--- config.mk ---
export PLATFORM = sky130hd
export DESIGN_NAME = memory_responder
export DESIGN_NICKNAME = d
export VERILOG_FILES = /design/src/rtl/mem_pkg.sv /design/src/rtl/mem_array.sv /design/src/rtl/memory_responder.sv
export SDC_FILE = /design/constraint.sdc
export NUM_CORES = 1
export LEC_CHECK = 0
export BUFFER_PORTS_ARGS = -buffer_cell sky130_fd_sc_hd__buf_2
export CAP_MARGIN = 20
export CORE_MARGIN = 4
export CORE_UTILIZATION = 45
export CTS_CLUSTER_DIAMETER = 80
export DETAILED_ROUTE_END_ITERATION = 8
export PLACE_DENSITY_LB_ADDON = 0.1
export SYNTH_ARGS = -nofsm -noshare
export SYNTH_HDL_FRONTEND = slang
export SYNTH_SLANG_ARGS = --single-unit
export TNS_END_PERCENT = 10
--- constraint.sdc ---
create_clock -name clk -period 6.37 [get_ports clk]
set_input_delay 0.637 -clock clk [delete_from_list [all_inputs] [get_ports clk]]
set_output_delay 0.637 -clock clk [all_outputs]
set_load 0.02 [all_outputs]
--- src/rtl/mem_pkg.sv ---
// Shared types and default widths for the memory responder and its RAM.
package mem_pkg;
  localparam int DATA_W_DEF = 8;
  localparam int ADDR_W_DEF = 6;
  localparam int CNT_W      = 2;

  typedef enum logic [1:0] {
    IDLE,
    ACCESS,
    DONE
  } state_e;

  typedef enum logic {
    OP_RD,
    OP_WR
  } op_e;
endpackage

--- src/rtl/mem_array.sv ---
// Single-port synchronous RAM: one write port, one registered read.
// The read register clears on rst; the array contents are never cleared.
module mem_array
  import mem_pkg::*;
#(
  parameter int DATA_W = DATA_W_DEF,
  parameter int ADDR_W = ADDR_W_DEF
) (
  input  logic              clk,
  input  logic              rst,
  input  logic              we_i,
  input  logic              re_i,
  input  logic [ADDR_W-1:0] adr_i,
  input  logic [DATA_W-1:0] wdata_i,
  output logic [DATA_W-1:0] rdata_o
);
  logic [DATA_W-1:0] mem_q [2**ADDR_W];
  logic [DATA_W-1:0] rdata_q;

  always_ff @(posedge clk) begin
    if (we_i) mem_q[adr_i] <= wdata_i;
  end

  always_ff @(posedge clk) begin
    if (rst)       rdata_q <= '0;
    else if (re_i) rdata_q <= mem_q[adr_i];
  end

  assign rdata_o = rdata_q;
endmodule

--- src/rtl/memory_responder.sv ---
// Fixed-latency memory responder: IDLE -> ACCESS (LATENCY cycles) -> DONE.
// Optional MEM_LOADER_EN adds a preload port that writes the RAM while rst is high.
module memory_responder
  import mem_pkg::*;
#(
  parameter int DATA_W  = DATA_W_DEF,
  parameter int ADDR_W  = ADDR_W_DEF,
  parameter int LATENCY = 1
) (
  input  logic              clk,
  input  logic              rst,
  input  logic              rd_mem,
  input  logic              wr_mem,
  input  logic [ADDR_W-1:0] adr,
  input  logic [DATA_W-1:0] data_in,
`ifdef MEM_LOADER_EN
  input  logic              ld_en,
  input  logic [ADDR_W-1:0] ld_adr,
  input  logic [DATA_W-1:0] ld_data,
`endif
  output logic [DATA_W-1:0] data_out,
  output logic              mem_ready,
  output logic              busy,
  output logic              err
);
  state_e            state_q, state_d;
  op_e               op_q, op_d;
  logic [CNT_W-1:0]  cnt_q, cnt_d;
  logic [ADDR_W-1:0] adr_q, adr_d;
  logic [DATA_W-1:0] data_q, data_d;
  logic              mem_ready_q, mem_ready_d;
  logic              err_q, err_d;
  logic              access;

  always_comb begin
    state_d     = state_q;
    op_d        = op_q;
    cnt_d       = cnt_q;
    adr_d       = adr_q;
    data_d      = data_q;
    mem_ready_d = 1'b0;
    err_d       = 1'b0;
    access      = 1'b0;
    case (state_q)
      IDLE: begin
        if (rd_mem ^ wr_mem) begin
          op_d    = rd_mem ? OP_RD : OP_WR;
          adr_d   = adr;
          data_d  = data_in;
          cnt_d   = CNT_W'(LATENCY - 1);
          state_d = ACCESS;
        end else if (rd_mem && wr_mem) begin
          err_d = 1'b1;
        end
      end
      ACCESS: begin
        if (cnt_q == '0) begin
          access      = 1'b1;
          mem_ready_d = 1'b1;
          state_d     = DONE;
        end else begin
          cnt_d = cnt_q - CNT_W'(1);
        end
      end
      DONE:    state_d = IDLE;
      default: state_d = IDLE;
    endcase
  end

  always_ff @(posedge clk) begin
    if (rst) begin
      state_q     <= IDLE;
      op_q        <= OP_RD;
      cnt_q       <= '0;
      adr_q       <= '0;
      data_q      <= '0;
      mem_ready_q <= 1'b0;
      err_q       <= 1'b0;
    end else begin
      state_q     <= state_d;
      op_q        <= op_d;
      cnt_q       <= cnt_d;
      adr_q       <= adr_d;
      data_q      <= data_d;
      mem_ready_q <= mem_ready_d;
      err_q       <= err_d;
    end
  end

  logic              ram_we;
  logic              ram_re;
  logic [ADDR_W-1:0] ram_adr;
  logic [DATA_W-1:0] ram_wdata;

  // A CPU write is gated by rst so an aborted request never reaches the array.
`ifdef MEM_LOADER_EN
  logic ld_sel;
  assign ld_sel    = rst & ld_en;
  assign ram_we    = ld_sel | (access & (op_q == OP_WR) & ~rst);
  assign ram_adr   = ld_sel ? ld_adr  : adr_q;
  assign ram_wdata = ld_sel ? ld_data : data_q;
`else
  assign ram_we    = access & (op_q == OP_WR) & ~rst;
  assign ram_adr   = adr_q;
  assign ram_wdata = data_q;
`endif
  assign ram_re = access & (op_q == OP_RD);

  mem_array #(
    .DATA_W(DATA_W),
    .ADDR_W(ADDR_W)
  ) u_mem_array (
    .clk    (clk),
    .rst    (rst),
    .we_i   (ram_we),
    .re_i   (ram_re),
    .adr_i  (ram_adr),
    .wdata_i(ram_wdata),
    .rdata_o(data_out)
  );

  assign mem_ready = mem_ready_q;
  assign err       = err_q;
  assign busy      = (state_q != IDLE);
endmodule

==> summary.txt, run 1 <==
Floorplan
  • Core footprint: 0.04656 mm2
  • Io pins: 29
  • Vert. Die Dim: 225.1 um
  • Rows: 79
  • Die Width: 225.1 um
  • Initial Utilization: 45.55%
  • Die ar.: 0.05067 mm2

Timing
  • Fin crit share: 53.71%
  • Hold Vio Cnt, Final: 0
  • Count of final max-slew check failures: 0
  • Fmax: 0.2923 GHz
  • Setup violations, final: 0
  • Unrepaired setup endpoints after global routing: no
  • Fin Setup TNS: 0 ns
  • Slew margin rel.: 25.48%
  • Fin crit period: 3.421 ns
  • Post-route setup slack: 2.949 ns
  • Worst slew pin tran: 1.115 ns
  • Clock skew: 0.01203 ns

Synth
  • Mapped Cells: 1146
  • Share of the synthesized area in the top cell type: 72.50%
  • Synth area leader: edfxtp_1
  • Mapped cell area: 0.02121 mm2
  • Register bit count reported by yosys: 541
  • Synth warn: 0
  • Leading post-synthesis cells by cell area: edfxtp_1, mux2i_1, mux4_2
  • Yosys cell types: 46
  • Syn avg cell area: 18.51 um2
  • Sequential share of the synthesized area: 75.23%
  • Syn nets: 1166
  • Ys async rst share: 0%
  • Most used DFF post-synth: edfxtp_1
  • EDFF count, synth: 512

Routing
  • Initial DRC Count: 747
  • Vias: 10545
  • Vias/cell: 5.743
  • Routed len/inst: 26.81 um
  • DRC violations left: 0
  • Post-Route WL: 49.23 mm
  • Detail Route Antenna Nets: 0
  • DRT Pass-1 Iters: 7

Global routing
  • Gr ovfl total: 0
  • Antenna violations before repair: 1
  • Largest net degree at the start of global routing: 66
  • Tot GR Track Use: 19.48%
  • Global-route wire length before repair: 72.57 mm
  • Number of global-route vias before repair: 10589

Clock network
  • Post-CTS sizing: 0
  • CTS clock-pin slew for the worst setup and hold paths: 0.06 ns
  • CTS H-tree depth: 2
  • Number of hold buffers added after cts: 0
  • Worst skew pair latency: 0.59 ns
  • TritonCTS clock tree: done
  • Clock sinks: 541
  • Setup Buffers After CTS: 0
  • Total CTS buffers: 54
  • Root Driver: clkbuf_16
  • CTS Buffer Depth: 3

Setup path
  • Worst path arrival time: 3.63 ns
  • Critical Path Fanout Max: 46
  • Crit Path Class: flop to flop
  • WP data required: 6.58 ns
  • Startpoint types: flop
  • Type of destination of the critical path: flop

Place
  • Detailed Place HPWL: 29.15 mm
  • Port Buffers: 28
  • Post-place setup slack: 2.932 ns
  • Final Wtd Congestion: 0.7678

Final layout
  • Multi-input logic area: 0.004813 mm2
  • Layout cells sized above 1: 15.13%
  • Fill cell count: 3761
  • FF/Latch Area: 0.01597 mm2
  • Most common cell after layout, fill and taps aside: edfxtp_1
  • Ant. Diodes: 0
  • Area Growth Syn to Fin: 10.84%
  • Most frequent cells in the layout: edfxtp_1, mux2i_1, nor2_1
  • Nets: 1206

Worst hold path
  • HP Class: primary input to flop

Outcome
  • Status: completed

Power and ir drop
  • Max VDD drop: 0.1877 mV
  • Pwr per Cell Area: 320.3 mW/mm2
  • Total power: 7.530 mW
  • Leakage: 7.518 nW

Flow run
  • Max Cap Viol: 0
==> logic make-up after synthesis <==
| logic type | Yosys count | synth area share [%] |
|---|---|---|
| compound gates | 135 | 4.165 |
| simple gates | 180 | 3.599 |
| buf+inv | 67 | 2.094 |
| flops | 541 | 75.23 |
| mux | 221 | 14.79 |
| fa+ha+maj | 2 | 0.1180 |
==> critical path, stage by stage, from the launching register on <==
cell	delay, ns
dfxtp_4	0.79
nor2b_1	0.76
nand2_1	0.62
nor2_1	0.85
==> state kept, by name, indices dropped and copies added, names as in the netlist <==
name and count:
u_mem_array.rdata_o 8, op_q 1, data_q 8, err 1, u_mem_array.mem_q 512, cnt_q 2
adr_q 6, mem_ready 1, state_q 2
==> stage by stage <==
stage	hold slack (ns)	cell area [um2]	util (%)	instances
floorplan	0.4669	21210	-	1146
global placement	0.4824	21850	46.93	1737
detailed placement	0.4853	21850	46.93	1737
CTS	0.2196	23510	50.49	1836
global route	0.2391	23510	50.49	1836
finish	0.2559	23510	50.49	1836
==> report_power, final <==
| group | switching (mW) | total, mW | internal (mW) | leakage, nW |
|---|---|---|---|---|
| logic | 0.360 | 0.550 | 0.190 | 1.49 |
| registers | 0.0438 | 4.00 | 3.95 | 5.22 |
| clock network | 1.29 | 2.98 | 1.70 | 0.804 |
==> Yosys cell counts (8+ instances only) <==
library cell / n
nand3_1: 9
a21oi_1: 20
mux4_1: 21
buf_4: 9
o22ai_1: 52
clkbuf_1: 27
a22oi_1: 14
edfxtp_1: 512
a31oi_1: 8
nand2_1: 54
nor2_1: 92
mux2i_1: 148
buf_2: 10
buf_6: 12
mux4_2: 46
dfxtp_1: 29
o21ai_0: 17
==> final timing paths <==
check / startpoint / endpoint / slack [ns] / depth (start not counted)
setup / recovery: adr_q[2]$_SDFFE_PP0P_ / u_mem_array.mem_q[13][2]$_DFFE_PP_ / 2.95 / 3
hold / removal: rd_mem / op_q$_SDFFE_PP0P_ / 0.26 / 2
setup reg to reg: adr_q[2]$_SDFFE_PP0P_ / u_mem_array.mem_q[13][2]$_DFFE_PP_ / 2.95 / 3
hold reg to reg: cnt_q[1]$_SDFFE_PP0P_ / cnt_q[1]$_SDFFE_PP0P_ / 0.50 / 2
==> metal layers <==
metal  vias to the layer above  GRT usage, %  wire (um)  part of all wire [%]
li1                       4689             -          -                     -
met1                      5462         27.55      21780                    44
met2                       306         30.81      23320                    47
met3                        88         4.207       2798                   5.7
met4                         0         5.952       1331                   2.7
met5                         -             0          0                     0
==> final cells by class <==
class                      instances  share of cell area [%]
sequential                       541                   67.96
multi-input combinational        538                   20.48
timing repair buffer              48                   1.235
inverter                           3                 0.04791
tap                              607                   3.231
clock inverter                    33                  0.8410
clock buffer                      66                   6.212
Note: power is estimated with default switching activity, not from simulation.
==> inputs of run 2 (changes only) <==
==> constraint.sdc (replaced) <==
create_clock -name clk -period 2.8 [get_ports clk]
set_input_delay 0.28 -clock clk [delete_from_list [all_inputs] [get_ports clk]]
set_output_delay 0.28 -clock clk [all_outputs]
set_load 0.02 [all_outputs]
==> run 2 against run 1 <==
Against the previous run:
- sequential share of layout area is 3.5 points lower
- cell count increased by 7.8%
- register-to-register slack worse by 2.8 ns
- via count rose by 4.5%
- worst hold slack got worse by 0.21 ns
- clock skew down 0.0018 ns
- sequential power rose by 130%
- non-clock buffer count increased by 141
- die area is the same
- final area increased by 5.5%
- highest routed layer unchanged
==> summary.txt, run 2 (same netlist as run 1, synthesis figures left out) <==
Floorplan
  • Die Width: 225.1 um (unchanged)
  • Vert. Die Dim: 225.1 um (unchanged)
  • Die ar.: 0.05067 mm2 (unchanged)
  • Io pins: 29 (unchanged)
  • Core footprint: 0.04656 mm2 (unchanged)
  • Initial Utilization: 45.55% (unchanged)
  • Rows: 79 (unchanged)

Place
  • Final Wtd Congestion: 0.8171 (+6.4%)
  • Port Buffers: 28 (unchanged)
  • Placed cell area: 0.02293 mm2 (+4.9%)
  • Detailed Place HPWL: 32.36 mm (+11%)

Final layout
  • Final instance area: 0.02479 mm2 (+5.5%)
  • Nets: 1348 (+12%)
  • Area Growth Syn to Fin: 16.90%
  • Layout cells sized above 1: 23.41% (+8.3 points)
  • Reg with most FFs: u_mem_array.mem_q
  • Most common cell after layout, fill and taps aside: edfxtp_1
  • Most frequent cells in the layout: edfxtp_1, mux2i_1, buf_4
  • Max reg flops: 512 (unchanged)

Global routing
  • Number of global-route vias before repair: 11266 (+6.4%)
  • Largest net degree at the start of global routing: 66 (unchanged)
  • Tot GR Track Use: 20.33% (+0.84 points)
  • Antenna violations before repair: 0 (-1)
  • Global-route wire length before repair: 75.77 mm (+4.4%)
  • Gr ovfl total: 0 (unchanged)

Timing
  • Slew margin rel.: 44.77% (+19 points)
  • Fin crit period: 2.639 ns (-0.7821 ns)
  • Fin crit share: 94.25% (+41 points)
  • Clock skew: 0.01021 ns (-0.001824 ns)
  • Hold Vio Cnt, Final: 0 (unchanged)
  • Fin Setup TNS: 0 ns (unchanged)
  • Unrepaired setup endpoints after global routing: no
  • Count of final max-slew check failures: 0 (unchanged)
  • Worst slew pin tran: 0.8284 ns (-0.2867 ns)
  • Fmax: 0.3789 GHz (+30%)
  • Setup violations, final: 0 (unchanged)

Routing
  • DRC violations left: 0 (unchanged)
  • Detail Route Antenna Nets: 0 (unchanged)
  • Initial DRC Count: 999 (+34%)
  • Routed len/inst: 25.98 um (-3.1%)
  • DRT Pass-1 Iters: 5 (-2)
  • Post-Route WL: 51.42 mm (+4.5%)
  • Vias: 11019 (+4.5%)
  • Vias/cell: 5.568 (-3.1%)

Clock network
  • Total CTS buffers: 55 (+1.9%)
  • CTS H-tree depth: 2 (unchanged)
  • Setup Buffers After CTS: 0 (unchanged)
  • Post-CTS sizing: 0 (unchanged)
  • Root Driver: clkbuf_16
  • TritonCTS clock tree: done
  • CTS clock-pin slew for the worst setup and hold paths: 0.06 ns (about the same)
  • Number of hold buffers added after cts: 14 (+14)
  • Worst skew pair latency: 0.59 ns (about the same)
  • CTS Buffer Depth: 3 (unchanged)
  • Clock sinks: 541 (unchanged)

Power and ir drop
  • Clock share of power: 40.1% (+0.5 points)
  • Combinational power share: 7.9% (+0.6 points)
  • Sw frac: 22.41% (-0.064 points)
  • Leakage: 8.307 nW (+10%)
  • Net Switching: 3.925 mW (+130%)
  • Max VDD drop: 0.5037 mV (+170%)
  • Reg power frac: 52.0% (-1.1 points)
  • Cell internal pwr: 13.59 mW (+130%)
  • Pwr per Cell Area: 706.4 mW/mm2 (+120%)
  • Total power: 17.51 mW (+130%)

Setup path
  • Type of destination of the critical path: flop
  • Startpoint types: flop
  • Crit Path Class: flop to flop
  • Worst r2r src: adr_q[0]$_SDFFE_PP0P_
  • Critical Path Fanout Max: 30 (-35%)
  • WP data required: 3.25 ns (-3.33 ns)
  • Worst path arrival time: 3.09 ns (-0.54 ns)
  • CP Launch Point: adr_q[0]$_SDFFE_PP0P_

Worst hold path
  • Hold path startpoint: wr_mem
  • HP Class: primary input to flop

Flow run
  • Max Cap Viol: 0 (unchanged)

Outcome
  • Status: completed
[run 2: changes by cell type in the layout (fill, tap and decap cells not counted), sizes merged]
| cell | previous run | this run |
|---|---|---|
| buf | 48 | 175 |
| bufinv | 2 | 4 |
| clkinvlp | 3 | 2 |
| diode | 0 | 1 |
| dlygate4sd3 | 0 | 14 |
[run 2: path summary, 6_finish.rpt]
check | slack (ns) | to | cells past startpoint
max | 0.16 | u_mem_array.rdata_o[7]$_SDFFE_PP0P_ | 7
min | 0.05 | err$_SDFF_PP0_ | 3
max reg2reg | 0.16 | u_mem_array.rdata_o[7]$_SDFFE_PP0P_ | 7
min reg2reg | 0.50 | cnt_q[1]$_SDFFE_PP0P_ | 2
[run 2: worst max-delay path: stages, from the launching register on]
cell and delay (ns):
dfxtp_4 0.57, buf_12 0.29, buf_4 0.21, mux4_2 0.51, mux2i_1 0.21, o22ai_1 0.11
nor2_1 0.38, a41oi_2 0.17
[run 2: layer usage]
metal	GRT usage [%]	routed length, um
met5	0	0
met1	29.20	22760
met4	6.580	1618
met3	2.827	2575
met2	32.64	24470
[run 2: layout make-up]
class,count,area [um2]
clock inverters,34,262.8
inverters,3,11.26
multi-input cells,538,4813
flip-flops and latches,541,15970
repair buffers,189,1509
fillers,3635,21760
well taps,607,759.5
diodes,1,2.502
clock buffers,66,1460
[run 2: power groups by stage]
stage	logic, mW	registers, mW	clock network [mW]
final	1.39	9.10	7.02
after global placement	1.38	9.27	0
after CTS	1.41	9.10	7.20
after global routing	1.48	9.11	7.54
after detailed placement	1.39	9.28	0
after floorplan	0.793	9.31	0
[run 2: per-stage QoR]
stage                     worst slack, ns  std cells  hold slack [ns]  util (%)
final                              0.1609       1979          0.05029     53.25
after global routing              0.04853       1978          0.02612     53.25
after CTS                          0.1200       1978         0.004258     53.25
after detailed placement           0.1325       1864           0.4897     49.25
after global placement             0.1427       1864           0.4826     49.25
after floorplan                    0.7476       1146           0.3756         -
